===== config.mk =====
export PLATFORM = sky130hd
export DESIGN_NAME = multicycle_ctrl
export DESIGN_NICKNAME = d
export VERILOG_FILES = /design/src/rtl/multicycle_ctrl.sv
export SDC_FILE = /design/constraint.sdc
export NUM_CORES = 1
export LEC_CHECK = 0
export ABC_CLOCK_PERIOD_IN_PS = 2670
export CORE_MARGIN = 2
export CORE_UTILIZATION = 47
export DETAILED_ROUTE_END_ITERATION = 12
export GPL_ROUTABILITY_DRIVEN = 0
export HOLD_SLACK_MARGIN = 0.05
export PLACE_DENSITY = 0.8
export REMOVE_ABC_BUFFERS = 1
export SKIP_LAST_GASP = 1
export SYNTH_ARGS = -nofsm -noshare
export SYNTH_HDL_FRONTEND = slang
export SYNTH_SLANG_ARGS = --single-unit

===== constraint.sdc =====
create_clock -name clk -period 2.67 [get_ports clk]
set_input_delay 0.801 -clock clk [delete_from_list [all_inputs] [get_ports clk]]
set_output_delay 0.801 -clock clk [all_outputs]
set_load 0.01 [all_outputs]

===== src/rtl/multicycle_ctrl.sv =====
// Multicycle RISC-V subset control unit: FETCH/DECODE/EXEC/MEM/WB/TRAP sequencing.
// Latency: 3-5 cycles per instruction with zero-wait memory. Each cycle of mem_ready=0 in FETCH/MEM adds one cycle.
// Backpressure: mem_ready stalls FETCH/MEM, and mem_read/mem_write stay asserted until mem_ready is seen.
//
// Ports:
//   clk, rst_n            clock (rising edge), asynchronous active-low reset
//   opcode/funct3/funct7b5 instruction fields from the IR. Used only in DECODE/EXEC.
//   zero, mem_ready       ALU zero flag, memory completion handshake
//   pc_we .. link, pc_src, alu_op   datapath control strobes
//   state, trap, instret  current state, sticky illegal-instruction flag, retired count
module multicycle_ctrl (
    input  logic        clk,
    input  logic        rst_n,
    input  logic [6:0]  opcode,
    input  logic [2:0]  funct3,
    input  logic        funct7b5,
    input  logic        zero,
    input  logic        mem_ready,
    output logic        pc_we,
    output logic        ir_we,
    output logic        reg_write,
    output logic        mem_read,
    output logic        mem_write,
    output logic        alu_src,
    output logic        mem_to_reg,
    output logic        link,
    output logic [1:0]  pc_src,
    output logic [2:0]  alu_op,
    output logic [2:0]  state,
    output logic        trap,
    output logic [31:0] instret
);

    typedef enum logic [2:0] {
        S_FETCH  = 3'd0,
        S_DECODE = 3'd1,
        S_EXEC   = 3'd2,
        S_MEM    = 3'd3,
        S_WB     = 3'd4,
        S_TRAP   = 3'd7
    } state_e;

    // Instruction class latched in DECODE so later states need not look at the IR.
    typedef enum logic [2:0] {
        C_R   = 3'd0,
        C_I   = 3'd1,
        C_LW  = 3'd2,
        C_SW  = 3'd3,
        C_BEQ = 3'd4,
        C_JAL = 3'd5
    } iclass_e;

    localparam logic [6:0] OP_R   = 7'b0110011;
    localparam logic [6:0] OP_I   = 7'b0010011;
    localparam logic [6:0] OP_LW  = 7'b0000011;
    localparam logic [6:0] OP_SW  = 7'b0100011;
    localparam logic [6:0] OP_BEQ = 7'b1100011;
    localparam logic [6:0] OP_JAL = 7'b1101111;

    localparam logic [2:0] ALU_AND = 3'b000;
    localparam logic [2:0] ALU_OR  = 3'b001;
    localparam logic [2:0] ALU_ADD = 3'b010;
    localparam logic [2:0] ALU_SUB = 3'b110;
    localparam logic [2:0] ALU_SLT = 3'b111;

    localparam logic [1:0] PC_PLUS4  = 2'd0;
    localparam logic [1:0] PC_BRANCH = 2'd1;
    localparam logic [1:0] PC_JUMP   = 2'd2;

    state_e      state_q, state_d;
    iclass_e     cls_q, cls_d;
    logic [31:0] instret_q;
    logic        retire;

    logic        pc_we_c, ir_we_c, reg_write_c, mem_read_c, mem_write_c;
    logic        alu_src_c, mem_to_reg_c, link_c;
    logic [1:0]  pc_src_c;
    logic [2:0]  alu_op_c;

    always_comb begin
        state_d      = state_q;
        cls_d        = cls_q;
        retire       = 1'b0;
        pc_we_c      = 1'b0;
        ir_we_c      = 1'b0;
        reg_write_c  = 1'b0;
        mem_read_c   = 1'b0;
        mem_write_c  = 1'b0;
        alu_src_c    = 1'b0;
        mem_to_reg_c = 1'b0;
        link_c       = 1'b0;
        pc_src_c     = PC_PLUS4;
        alu_op_c     = ALU_ADD;

        case (state_q)
            S_FETCH: begin
                mem_read_c = 1'b1;
                if (mem_ready) begin
                    ir_we_c = 1'b1;
                    pc_we_c = 1'b1;
                    state_d = S_DECODE;
                end
            end

            S_DECODE: begin
                state_d = S_EXEC;
                case (opcode)
                    OP_R:    cls_d = C_R;
                    OP_I:    cls_d = C_I;
                    OP_LW:   cls_d = C_LW;
                    OP_SW:   cls_d = C_SW;
                    OP_BEQ:  cls_d = C_BEQ;
                    OP_JAL:  cls_d = C_JAL;
                    default: state_d = S_TRAP;
                endcase
            end

            S_EXEC: begin
                case (cls_q)
                    C_R, C_I: begin
                        alu_src_c = (cls_q == C_I);
                        state_d   = S_WB;
                        // funct3 is read live from the IR here; it is stable during EXEC.
                        case (funct3)
                            3'b000:  alu_op_c = (cls_q == C_R && funct7b5) ? ALU_SUB : ALU_ADD;
                            3'b111:  alu_op_c = ALU_AND;
                            3'b110:  alu_op_c = ALU_OR;
                            3'b010:  alu_op_c = ALU_SLT;
                            default: state_d  = S_TRAP;
                        endcase
                    end
                    C_LW, C_SW: begin
                        alu_src_c = 1'b1;
                        state_d   = S_MEM;
                    end
                    C_BEQ: begin
                        alu_op_c = ALU_SUB;
                        // The branch decision uses the same-cycle ALU zero flag.
                        pc_we_c  = zero;
                        pc_src_c = PC_BRANCH;
                        retire   = 1'b1;
                        state_d  = S_FETCH;
                    end
                    C_JAL: begin
                        reg_write_c = 1'b1;
                        link_c      = 1'b1;
                        pc_we_c     = 1'b1;
                        pc_src_c    = PC_JUMP;
                        retire      = 1'b1;
                        state_d     = S_FETCH;
                    end
                    default: state_d = S_TRAP;
                endcase
            end

            S_MEM: begin
                if (cls_q == C_SW) begin
                    mem_write_c = 1'b1;
                end else begin
                    mem_read_c = 1'b1;
                end
                if (mem_ready) begin
                    if (cls_q == C_SW) begin
                        retire  = 1'b1;
                        state_d = S_FETCH;
                    end else begin
                        state_d = S_WB;
                    end
                end
            end

            S_WB: begin
                reg_write_c  = 1'b1;
                mem_to_reg_c = (cls_q == C_LW);
                retire       = 1'b1;
                state_d      = S_FETCH;
            end

            S_TRAP: state_d = S_TRAP;

            default: state_d = S_TRAP;
        endcase
    end

    always_ff @(posedge clk or negedge rst_n) begin
        if (!rst_n) begin
            state_q   <= S_FETCH;
            cls_q     <= C_R;
            instret_q <= '0;
        end else begin
            state_q <= state_d;
            cls_q   <= cls_d;
            if (retire) begin
                instret_q <= instret_q + 32'd1;
            end
        end
    end

    // Strobes are qualified with rst_n. An access in flight drops as soon as reset asserts,
    // without waiting for the state register's FETCH default to take effect on a clock.
    assign pc_we      = rst_n & pc_we_c;
    assign ir_we      = rst_n & ir_we_c;
    assign reg_write  = rst_n & reg_write_c;
    assign mem_read   = rst_n & mem_read_c;
    assign mem_write  = rst_n & mem_write_c;
    assign alu_src    = rst_n & alu_src_c;
    assign mem_to_reg = rst_n & mem_to_reg_c;
    assign link       = rst_n & link_c;
    assign pc_src     = rst_n ? pc_src_c : PC_PLUS4;
    assign alu_op     = rst_n ? alu_op_c : ALU_ADD;

    assign state   = state_q;
    assign trap    = (state_q == S_TRAP);
    assign instret = instret_q;

endmodule

After elaboration in Yosys (flattened, before gate mapping)

Index checks and enable logic that the tools add are counted.

Bits in registers: 38
Input bits: 15
Output and inout port bits: 49
Word-level logic and storage cells: 78

$add $sub $neg: 1
Equality and inequality tests: 21
Multiplexer cells: 33
Bitwise logic cells: 8
Reductions and logical operators: 12

Operators by type and width:

| cell                                                             | number |
|---|---|
| 32-bit by 1-bit adder with 32-bit output (second input constant) | 1 |
| 3-bit two-way mux                                                | 7 |
| 3-bit == test (second input constant)                            | 6 |
| 3-bit case mux with 6 select lines                               | 1 |
| 3-bit by 2-bit == test with 1-bit output (second input constant) | 5 |
| 3-bit case mux with 5 select lines                               | 1 |
| 7-bit by 6-bit == test with 1-bit output (second input constant) | 2 |
| 7-bit == test (second input constant)                            | 2 |
| 3-bit case mux with 4 select lines                               | 1 |
| 1-bit two-way mux                                                | 11 |
| 1-bit case mux with 2 select lines                               | 5 |
| 3-bit zero test                                                  | 3 |
| 3-bit case mux with 3 select lines                               | 1 |
| 1-bit AND                                                        | 8 |
| 7-bit by 2-bit == test with 1-bit output (second input constant) | 1 |
| 7-bit by 5-bit == test with 1-bit output (second input constant) | 1 |
| 3-bit by 1-bit == test with 1-bit output (second input constant) | 2 |
| 2-bit two-way mux                                                | 3 |
| 3-bit case mux with 2 select lines                               | 1 |
| 6-bit nonzero test                                               | 1 |
| 2-bit OR reduction                                               | 3 |
| 6-bit OR reduction                                               | 1 |
| 2-bit != test (second input constant)                            | 2 |
| 2-bit case mux with 2 select lines                               | 1 |
| 4 further kinds                                                  | 5 |

Depth between registers and ports, before layout

Depth in word-level cells: 7
Mapped depth: 7
Mapped depth without buffers: 5

Worst setup path after synthesis

Ideal clock, no wire load.

Kind: in2reg
From: in mem_ready
To: reg instret_q[14], in the netlist instret[14]
Setup time: 0.127 ns
Data arrival time: 2.246 ns
Setup slack: 0.298 ns
Cell stages on the path: 5
Buffers on the path: 0
Cells stage by stage: inv_1 or4_4 a21o_4 or4_4 xnor2_2

Cells in the longest elaborated chain, start to end: 2

Ends and longest elaborated chain:

| item                               | RTL line | text |
|---|---|---|
| start, declared                    | 18       | `input logic mem_ready,` |
| 1-bit two-way mux                  | 162      | `if (mem_ready) begin` |
| 1-bit case mux with 3 select lines | 95       | `case (state_q)` |
| end signal, assigned               | 194      | `instret_q <= instret_q + 32'd1;` |
| end, declared                      | 72       | `logic [31:0] instret_q;` |

Every way passes these cells.
A chain may end at the register's enable or synchronous reset.

Worst setup path in the final report

From: in rst_n
To: out alu_op[1]

Cells in the longest elaborated chain, start to end: 1

Ends and longest elaborated chain:

| item              | RTL line | text |
|---|---|---|
| start, declared   | 13       | `input logic rst_n,` |
| 3-bit two-way mux | 210      | `assign alu_op = rst_n ? alu_op_c : ALU_ADD;` |
| end, declared     | 28       | `output logic [2:0] alu_op,` |

Every way passes these cells.

==> run_results.csv <==
group,metric,value,unit
worst_setup_path,reg2reg_depth,6,
worst_setup_path,r2r_start,"state[2]",
clocking,cts_tree,"built",
global_routing,grt_antenna_before_repair,0,
clocking,htree_levels,2,
routing,remaining_drc_errors,0,
floorplanning,dieArea,5110,um2
yosys,netlist_instances,224,
routing,routedWlPerCell,15.5,um
run_status,status,"finished with violations",
yosys,synth_seq_cells,38,
floorplanning,die_h,71.5,um
cells_and_area,fin_nets,325,
clocking,worst_skew_pair.late_latency,290,ps
routing,wirelength,5600,um
routing,drt_iter0_markers,154,
worst_setup_path,worst_r2r_endpoint,"instret[14]",
global_routing,grt-ovfl-total,0,
worst_setup_path,slowest_delay,490,ps
place,placed_cell_area,2930,um2
timing,fin_ws,-77.9,ps
worst_setup_path,endpoint,"alu_op[1]",
yosys,syn_area,2140,um2
cells_and_area,final_util,0.708,
pwr,power.density,354,nW/um2
floorplanning,top_level_ports,64,
worst_setup_path,path_cells,"buf_2 -> nand2_2 -> nor4_2 -> buf_4 -> nand3_1 -> clkdlybuf4s50_1",
timing,period_minus_slack,2750,ps
timing,max_freq,364,MHz
cells_and_area,syn2layout_area_growth,44.9,%
timing,setup_viol,1,
global_routing,gr-usage-all-layers,0.219,
routing,ant_nets,0,
place,place_inst,351,
worst_setup_path,start_kind,"input port",
place,io_buffers,63,
routing,wl_met1,2530,um
cells_and_area,diodes,0,
routing,met3_length,263,um
place,hpwl,3900,um
timing,finalHoldViolations,0,
worst_setup_path,cp_slowest_cell,"clkdlybuf4s50_1",
global_routing,grt_first_pass_wirelength,8960,um
clocking,hold_buffers,0,
worst_setup_path,cp-startpoint,"rst_n",
worst_setup_path,arrival,1950,ps
pwr,worst_ir_drop_vdd,0.000301,V
yosys,ys_types,42,
cells_and_area,final_area,3100,um2
clocking,cts-root-buf,"clkbuf_8",
clocking,clkTransAtPathRegs,80,ps
yosys,synth_top_area_frac,0.444,
floorplanning,num_rows,24,
clocking,cts_made_buffers,5,
yosys,yosys.area.top_type,"dfrtp_1",
job,maxCapViolCount,0,
routing,num_vias,2011,
routing,top_layer_used,"met4",
timing,slew_headroom,0.683,
floorplanning,start_util,0.488,
yosys,synthArstFlopShare,1.00,
cells_and_area,instances_no_fill,362,
routing,vias_per_cell,5.56,
cells_and_area,drive_gt1_frac,0.171,
floorplanning,coreArea,4380,um2
pwr,leakagePower,0.00128,uW
global_routing,grt_max_degree,39,
worst_setup_path,ff2ff_setup_slack,430,ps
clocking,clock_path_buffers,2,
yosys,yosys_warnings,0,
yosys,ys_seq_area_frac,0.444,
min_path,min_path_type,"reg -> reg",
timing,whs,470,ps
clocking,clock_sinks,38,
yosys,avgSynthCellArea,9.56,um2
floorplanning,die_w,71.5,um
timing,worst_pin_slew,476,ps
routing,route.met2.wl,2670,um
worst_setup_path,worst_ep_required_time,1870,ps
yosys,synthFlopType,"dfrtp_1",
yosys,synth_edf_count,0,
global_routing,grt_pass1_vias,1890,
timing,period_share,1.03,
worst_setup_path,worst-path-max-fanout,3,
timing,rsz0062_at_grt,"yes",
worst_setup_path,critPathKind,"in -> out",
timing,clock_skew,9.98,ps
worst_setup_path,cp-end-kind,"output port",
timing,slew_violations,0,
yosys,yosys-top-cells-area,"dfrtp_1, xor2_1, xnor2_1",
routing,dr.pass1.iters,4,
run_status,violations,"setup timing",
## cell families after synthesis
family	after synthesis	share of synthesized area
muxes	2	0.00994
xor gates and xnor gates	33	0.139
AOI/OAI and AO/OA	26	0.0812
buffers and inverters	18	0.0403
and+or+nand+nor	106	0.280
DFF	38	0.444
adders and majority gates	1	0.00584
## through the flow
stage	setup TNS (ps)	total power [uW]	setup slack, ps
finish	-77.9	1100	-77.9
global route	-125	1140	-119
CTS	-401	1100	-157
detailed placement	-7410	646	-417
global placement	-6970	645	-401
floorplan	0	601	298
## placed cells by master, fill, tap and decap left out, types with 3 or more instances in the layout
cell type,Yosys,final
clkdlybuf4s50_1,0,45
dfrtp_1,38,38
buf_4,1,21
nand2_1,21,19
xor2_1,19,19
nor2_1,19,18
nand3_1,14,14
xnor2_1,13,13
inv_1,12,12
nor4_1,11,10
dlygate4sd2_1,0,10
clkbuf_8,0,8
and3_1,7,7
nand4_1,7,7
nor3_2,5,6
o21ai_0,6,6
a21oi_1,7,6
dlymetal6s2s_1,0,5
and2_1,3,3
nor3_1,5,3
o21bai_1,3,3
a211oi_1,3,3
and4_1,3,3
## worst min-delay path by stage
stage                start     endpoint  slack (ps)  cells after the start
4_1_cts        instret[31]  instret[31]         480                      1
3_5_place_dp   instret[31]  instret[31]         470                      1
2_1_floorplan  instret[31]  instret[31]         500                      1
6_report       instret[31]  instret[31]         470                      1
5_1_grt        instret[31]  instret[31]         500                      1
3_3_place_gp   instret[31]  instret[31]         460                      1
## flip-flops by register name, summed over array words and instances (netlist names)
signal and count:
instret 32, cls_q 3, state 3
## synthesized netlist by cell type (2+ instances only)
cell type,n
and2_1,3
nor4_1,11
nor2_1,19
nand4_1,7
nand2_1,21
and3_1,7
dfrtp_1,38
o21ai_0,6
o21bai_1,3
inv_1,12
xnor2_1,13
buf_6,2
a21oi_1,7
xor2_1,19
nor3_2,5
nor3_1,5
a211oi_1,3
nand2b_1,2
or4_4,2
and4_1,3
clkbuf_1,2
nand3_1,14
## report_power, final
part           switching [uW]  internal, uW  total [uW]
clock network             201           261         461
registers                1.52           576         577
logic                    30.0          29.0        59.1
## final cells by class
type / instances / area [um2]
fill: 356 / 1280
multi-input combinational: 168 / 1150
sequential: 38 / 951
timing repair buffer: 84 / 779
clock buffer: 8 / 110
tap: 52 / 65.1
inverter: 12 / 45.0
## metal layers
| metal | GRT usage | vias to the layer above |
|---|---|---|
| met5 | 0 | - |
| met4 | 0.0797 | 0 |
| met1 | 0.304 | 974 |
| li1 | - | 956 |
| met3 | 0.0380 | 15 |
| met2 | 0.346 | 66 |
## critical path: cells and delay by family
family | cells | cell delay [ps]
AND/OR/NAND/NOR | 3 | 380
buffers and inverters | 3 | 770
## timing repair
action | 4_1_cts | 5_1_grt
buffers inserted | 1 | 2
gates resized for setup | 18 | 14
setup endpoints to repair | 15 | 18
pin swaps | 2 | 3
Power figures use the tool's default switching activity.
